## config.mk

```make
export PLATFORM = sky130hd
export DESIGN_NAME = writeback_arbiter
export DESIGN_NICKNAME = d
export VERILOG_FILES = /design/src/rtl/writeback_arbiter.sv
export SDC_FILE = /design/constraint.sdc
export NUM_CORES = 1
export LEC_CHECK = 0
export CORE_UTILIZATION = 44
export CTS_BUF_LIST = sky130_fd_sc_hd__clkbuf_8
export DETAILED_ROUTE_END_ITERATION = 16
export PLACE_DENSITY = 0.87
export SYNTH_ARGS = -nofsm -noshare
export SYNTH_HDL_FRONTEND = slang
export SYNTH_SLANG_ARGS = --single-unit
```

## constraint.sdc

```tcl
create_clock -name clock -period 4.2 [get_ports clock]
set_input_delay 0.84 -clock clock [delete_from_list [all_inputs] [get_ports clock]]
set_output_delay 0.84 -clock clock [all_outputs]
set_load 0.01 [all_outputs]
```

## src/rtl/writeback_arbiter.sv

```systemverilog
// writeback_arbiter
//   Write-side front end of the integer register file. Merges ALU and load
//   results onto the single register-file write port. A load always wins and
//   is never stalled. A colliding ALU result is parked in a one-entry hold
//   buffer and written on the first load-free cycle. The in-flight write is
//   forwarded combinationally to the two decode read ports.
//
// Ports
//   clock, reset                 rising-edge clock, async active-high reset
//   alu_valid/ready/dest/data    ALU result handshake (ready = hold empty)
//   load_valid/ready/dest/data   load result (ready tied high)
//   write_enable/dest/data       registered register-file write port
//   read_source1/2               decode read indices
//   bypass_hit1/2, bypass_data1/2  forwarding of the in-flight write
//   conflict_count               saturating count of deferred-ALU cycles
module writeback_arbiter #(
  parameter int DATA_WIDTH     = 32,
  parameter int REG_ADDR_WIDTH = 5,
  parameter int COUNT_WIDTH    = 16
) (
  input  logic                      clock,
  input  logic                      reset,
  input  logic                      alu_valid,
  output logic                      alu_ready,
  input  logic [REG_ADDR_WIDTH-1:0] alu_destination,
  input  logic [DATA_WIDTH-1:0]     alu_data,
  input  logic                      load_valid,
  output logic                      load_ready,
  input  logic [REG_ADDR_WIDTH-1:0] load_destination,
  input  logic [DATA_WIDTH-1:0]     load_data,
  output logic                      write_enable,
  output logic [REG_ADDR_WIDTH-1:0] write_destination,
  output logic [DATA_WIDTH-1:0]     write_data,
  input  logic [REG_ADDR_WIDTH-1:0] read_source1,
  input  logic [REG_ADDR_WIDTH-1:0] read_source2,
  output logic                      bypass_hit1,
  output logic                      bypass_hit2,
  output logic [DATA_WIDTH-1:0]     bypass_data1,
  output logic [DATA_WIDTH-1:0]     bypass_data2,
  output logic [COUNT_WIDTH-1:0]    conflict_count
);

  typedef struct packed {
    logic [REG_ADDR_WIDTH-1:0] dest;
    logic [DATA_WIDTH-1:0]     data;
  } wb_t;

  logic hold_valid;
  wb_t  hold;
  wb_t  alu_res, load_res, sel;
  logic sel_valid, hold_fill, hold_drain, alu_fire, conflict;

  assign alu_res  = '{dest: alu_destination,  data: alu_data};
  assign load_res = '{dest: load_destination, data: load_data};

  // Ready depends on registered state only, so no valid->ready loop exists.
  assign alu_ready  = !hold_valid;
  assign load_ready = 1'b1;
  assign alu_fire   = alu_valid && alu_ready;
  assign conflict   = load_valid && (hold_valid || alu_fire);

  // Priority load > held ALU > direct ALU. The load is always older than any
  // concurrent or held ALU result, so this order is program order.
  always_comb begin
    sel_valid  = 1'b0;
    sel        = load_res;
    hold_fill  = 1'b0;
    hold_drain = 1'b0;
    if (load_valid) begin
      sel_valid = 1'b1;
      hold_fill = alu_fire;
    end else if (hold_valid) begin
      sel_valid  = 1'b1;
      sel        = hold;
      hold_drain = 1'b1;
    end else if (alu_fire) begin
      sel_valid = 1'b1;
      sel       = alu_res;
    end
  end

  always_ff @(posedge clock or posedge reset) begin
    if (reset) begin
      hold_valid <= 1'b0;
      hold       <= '0;
    end else if (hold_fill) begin
      hold_valid <= 1'b1;
      hold       <= alu_res;
    end else if (hold_drain) begin
      hold_valid <= 1'b0;
    end
  end

  // x0 results are consumed but never strobed into the register file.
  always_ff @(posedge clock or posedge reset) begin
    if (reset) begin
      write_enable      <= 1'b0;
      write_destination <= '0;
      write_data        <= '0;
    end else begin
      write_enable <= sel_valid && (sel.dest != '0);
      if (sel_valid) begin
        write_destination <= sel.dest;
        write_data        <= sel.data;
      end
    end
  end

  always_ff @(posedge clock or posedge reset) begin
    if (reset)
      conflict_count <= '0;
    else if (conflict && (conflict_count != '1))
      conflict_count <= conflict_count + 1'b1;
  end

  // Only the registered write is forwarded; a held entry is covered by the
  // decode hazard logic, not by this bypass.
  assign bypass_hit1  = write_enable && (read_source1 != '0) && (write_destination == read_source1);
  assign bypass_hit2  = write_enable && (read_source2 != '0) && (write_destination == read_source2);
  assign bypass_data1 = bypass_hit1 ? write_data : '0;
  assign bypass_data2 = bypass_hit2 ? write_data : '0;

endmodule

```

# After elaboration in Yosys (flattened, before gate mapping)
# Cells that the tools add are included.
[op_classes]
add_sub_neg = 1
eq_ne = 3
mux = 13
n_reduce_logical = 14
[ops]
columns = ["op", "count"]
rows = [
  ["two-way mux 37 bit", 3],
  ["two-way mux 32 bit", 2],
  ["adder 16 x 1 -> 16 bit, second input constant", 1],
  ["inequality test 16 bit, second input constant", 1],
  ["nonzero test 5 bit", 3],
  ["equality test 5 bit", 2],
  ["logical AND 1 bit", 8],
  ["two-way mux 1 bit", 8],
  ["nonzero test 2 bit", 1],
  ["zero test 1 bit", 1],
  ["logical OR 1 bit", 1],
]
[word_totals]
reg_bits = 92
inputBits = 88
word_cells = 38

# Longest topological paths before layout
# Gate-level depths: netlist of the first run.
[logic_depth]
depth_word = 7
depth_mapped = 6
ltp_nobuf = 5

# Least setup slack after synthesis of the first run
# No wires, ideal clock.
[synth_path]
kind = "input -> output"
start = "input port read_source2[4]"
end = "output port bypass_data2[10]"
arrival_ns = 1.802
path_slack_ns = 1.558
stages = 5
path_cell_list = "or2_1 -> o21ai_0 -> and4_1 -> clkbuf_1 -> and2_1"
[synth_via]
elab_chain_cells = 4
[synth_lines]
columns = ["element", "line_no", "source"]
rows = [
  ["start, declared", "35", "input logic [REG_ADDR_WIDTH-1:0] read_source2,"],
  ["nonzero test 5 bit", "119", "assign bypass_hit2 = write_enable && (read_source2 != '0) && (write_destination == read_source2);"],
  ["logical AND 1 bit", "119", ""],
  ["logical AND 1 bit (*)", "119", ""],
  ["two-way mux 32 bit (*)", "121", "assign bypass_data2 = bypass_hit2 ? write_data : '0;"],
  ["end, declared", "39", "output logic [DATA_WIDTH-1:0] bypass_data2,"],
]
# Every way passes the cells marked *; elsewhere a longest branch is shown, timed or not.

# Worst setup path after layout of the first run
[layout_path]
start = "input port read_source1[2]"
end = "output port bypass_data1[25]"
[layout_via]
elab_chain_cells = 4
[layout_lines]
columns = ["element", "line_no", "source"]
rows = [
  ["start, declared", "34", "input logic [REG_ADDR_WIDTH-1:0] read_source1,"],
  ["nonzero test 5 bit", "118", "assign bypass_hit1 = write_enable && (read_source1 != '0) && (write_destination == read_source1);"],
  ["logical AND 1 bit", "118", ""],
  ["logical AND 1 bit (*)", "118", ""],
  ["two-way mux 32 bit (*)", "120", "assign bypass_data1 = bypass_hit1 ? write_data : '0;"],
  ["end, declared", "38", "output logic [DATA_WIDTH-1:0] bypass_data1,"],
]
# Marked as above.

==> reports/results.ini, run 1 <==
[outcome]
status=finished, final reports clean

[global_route]
track_usage_pct=24.3
grt_max_degree=50
grt_pass1_vias=4323
antenna_found_initial=0
grt_pass1_wl_um=22000
globalRoute.totalOverflow=0

[cts]
cts_setup_buffers=0
worst_skew_pair.late_latency_ns=0.36
cts_hold_buffers=0
cts_root_buf=clkbuf_8
cts_resized=0
tritoncts=built
clk_pin_slew_ns=0.08
cts_buffer_depth=2
cts_buffers=9
htreeDepth=3
clock_sinks=92

[synth]
synth_edf_count=0
synthTopCellsByCount=dfrtp_1 (92), and2_1 (65), nand2_1 (47)
ys_seq_area_share_pct=46.5
syn_avg_cell_area_um2=9.87
ys_seq_elements=92
synth_nets=591
ys.warnings.count=0
synth_cell_types=47
synth-async-reset-ratio_pct=100
synth_flop_cell=dfrtp_1
synth_most_common_cell=dfrtp_1
synthTopCellsByArea=dfrtp_1 (46%), mux2_2 (8.4%), and2_1 (8.2%), mux2i_1 (6.5%), o21ai_0 (3.9%)
netlist_area_um2=4950
synth_top_cell_area_share_pct=46.5
synth.largest_area_cell=dfrtp_1
syn_inst=502

[timing]
fin_tns_setup_ns=0
fin_crit_ns=3.77
hold_viol_final=0
setup_viol=0
finalCritPeriodShare_pct=89.8
finClkSkew_ns=0.00912
max_clock_freq_ghz=0.265
max_slew.worst_pin.slew_ns=0.996
rsz0062_at_grt=false
setup_slack_ns=0.429
maxSlewViolCount=0
relSlewSlack_pct=33.4

[floorplan]
die_x_um=108
die_y_um=108
rows=38
start_util_pct=45.5
ios=210
coreArea_um2=10900
dieArea_um2=11700

[min_path]
min_path_type=reg -> reg
hold_path_depth=1
whs_endpoint=hold[6]
worstHoldStart=hold[6]

[worst_setup_path]
worstPathMaxFanout=33
crit_path_start=read_source1[2]
worstSetupPathType=in -> out
cp.required_ns=3.36
end_kind=primary output
r2r-end=hold[20]
critPathArrivalTime_ns=2.93
r2r_setup_slack_ns=1.95
reg2regPathDepth=3
reg2reg_from=hold_valid
cp-start-kind=input port

[finish]
post_route_cells_drive_above_1_share_pct=10.1
n_antenna_cell=0
nNetsFinal=785
area_delta_synth_final_pct=47.4

[pwr]
p_leak_nw=3.09
p_clk_share_pct=23.4
p_switching_w=0.000710
peakVddDrop_mv=0.305
swShare_pct=30.2
combPwrFrac_pct=27.2
power.internal_w=0.00164
p_per_area_nw_per_um2=322
seq_power_share_pct=49.4

[run]
maxCapViolations=0

[drt]
ant_nets=0
drt_iter0_drc=154
wire_per_inst_um=16.7
wl_um=14000
vias=4429
dr.pass1.iters=6
vias_per_cell=5.27
drc=0

[placed_design]
place.detailed.hpwl_um=10000
post-place-ws_ns=0.420
portBuffers=208
gp_congestion=0.903

==> flip-flops by register name, summed over array words and instances, names as in the netlist <==
| register | count |
|---|---|
| hold | 37 |
| write_data | 32 |
| hold_valid | 1 |
| write_destination | 5 |
| write_enable | 1 |
| conflict_count | 16 |
==> how the worst max path moves through the flow <==
stage	endpoint
finish	bypass_data1[25]
global route	bypass_data1[25]
CTS	bypass_data1[25]
detailed placement	bypass_data1[25]
global placement	bypass_data1[26]
floorplan	conflict_count[0]
==> critical path, cell delays in order <==
cell	delay, ns
clkdlybuf4s50_1	0.51
xnor2_1	0.14
nand3_1	0.14
a211oi_4	0.22
buf_4	0.33
and2_1	0.18
clkdlybuf4s50_1	0.54
==> layout make-up <==
class	count	area (µm²)
Multi-Input combinational cell	374	2490
Clock buffer	11	151
Inverter	4	16.3
Tap cell	140	175
Sequential cell	92	2300
Clock inverter	4	26.3
Fill cell	859	3590
Timing Repair Buffer	215	2140
==> stage by stage <==
step           area [µm²]  hold slack, ns  total power, W  utilization (%)  std cells
6_report             7300           0.512         0.00235             67.1        840
5_1_grt              7300           0.531         0.00248             67.1        840
4_1_cts              7300           0.514         0.00237             67.1        840
3_5_place_dp         7120           0.492         0.00182             65.4        825
3_3_place_gp         7120           0.487         0.00178             65.4        825
2_1_floorplan        4950           0.480         0.00147                -        502
==> power groups by stage <==
stage | Sequential, W | Clock [W] | Combinational, W
5_1_grt | 0.00118 | 0.000602 | 0.000694
2_1_floorplan | 0.00117 | 0 | 0.000300
4_1_cts | 0.00116 | 0.000561 | 0.000646
3_3_place_gp | 0.00116 | 0 | 0.000620
6_report | 0.00116 | 0.000549 | 0.000639
3_5_place_dp | 0.00118 | 0 | 0.000643
==> layer usage <==
metal  wire (µm)  global-route usage [%]  share of wire, %
met3        1010                    4.88               7.2
met5           0                       0                 0
met2        7110                    42.9                51
met1        5620                    29.2                40
met4         311                    9.10               2.2
==> cells by family (layout without fill, tap and decap cells) <==
| kind of cell | after synthesis | after routing | share of synthesized area [%] |
|---|---|---|---|
| compound gates | 95 | 95 | 11.2 |
| xor+xnor | 22 | 22 | 3.89 |
| fa+ha+maj | 1 | 1 | 0.253 |
| buf+inv | 36 | 234 | 3.33 |
| flops | 92 | 92 | 46.5 |
| mux | 70 | 70 | 15.2 |
| other cells | 1 | 1 | 0.0757 |
| simple gates | 185 | 185 | 19.6 |
==> cell usage in the layout, fill, tap and decap left out, types with 2 or more instances in the layout <==
master,instances
buf_2,2
mux2_2,37
a211oi_1,2
and4_1,2
clkdlybuf4s50_1,206
nand3_1,5
clkbuf_8,11
dfrtp_1,91
nor4_1,5
nor2b_1,3
nor2_1,39
xor2_1,15
mux2i_1,32
nand4_1,6
a221oi_1,2
clkinvlp_4,3
a22o_1,2
inv_1,4
nand2_1,47
o21ai_0,39
xnor2_1,7
a21oi_1,36
and2_1,65
nor3_1,4
o31ai_1,2
buf_4,6
a2bb2oi_1,2
a211o_1,2
Power figures use the tool's default switching activity.
==> run 2, diff against run 1 <==
--- a/config.mk
+++ b/config.mk
@@ -12,3 +12,4 @@
 export SYNTH_ARGS = -nofsm -noshare
 export SYNTH_HDL_FRONTEND = slang
 export SYNTH_SLANG_ARGS = --single-unit
+export TNS_END_PERCENT = 30
==> results of run 2 <==
Final layout, timing and power as in run 1 (identical DEF).
==> run 3, diff against run 2 <==
--- a/config.mk
+++ b/config.mk
@@ -9,6 +9,7 @@
 export CTS_BUF_LIST = sky130_fd_sc_hd__clkbuf_8
 export DETAILED_ROUTE_END_ITERATION = 16
 export PLACE_DENSITY = 0.87
+export SKIP_CTS_REPAIR_TIMING = 1
 export SYNTH_ARGS = -nofsm -noshare
 export SYNTH_HDL_FRONTEND = slang
 export SYNTH_SLANG_ARGS = --single-unit
==> results of run 3 <==
Final layout, timing and power as in run 1 (identical DEF).
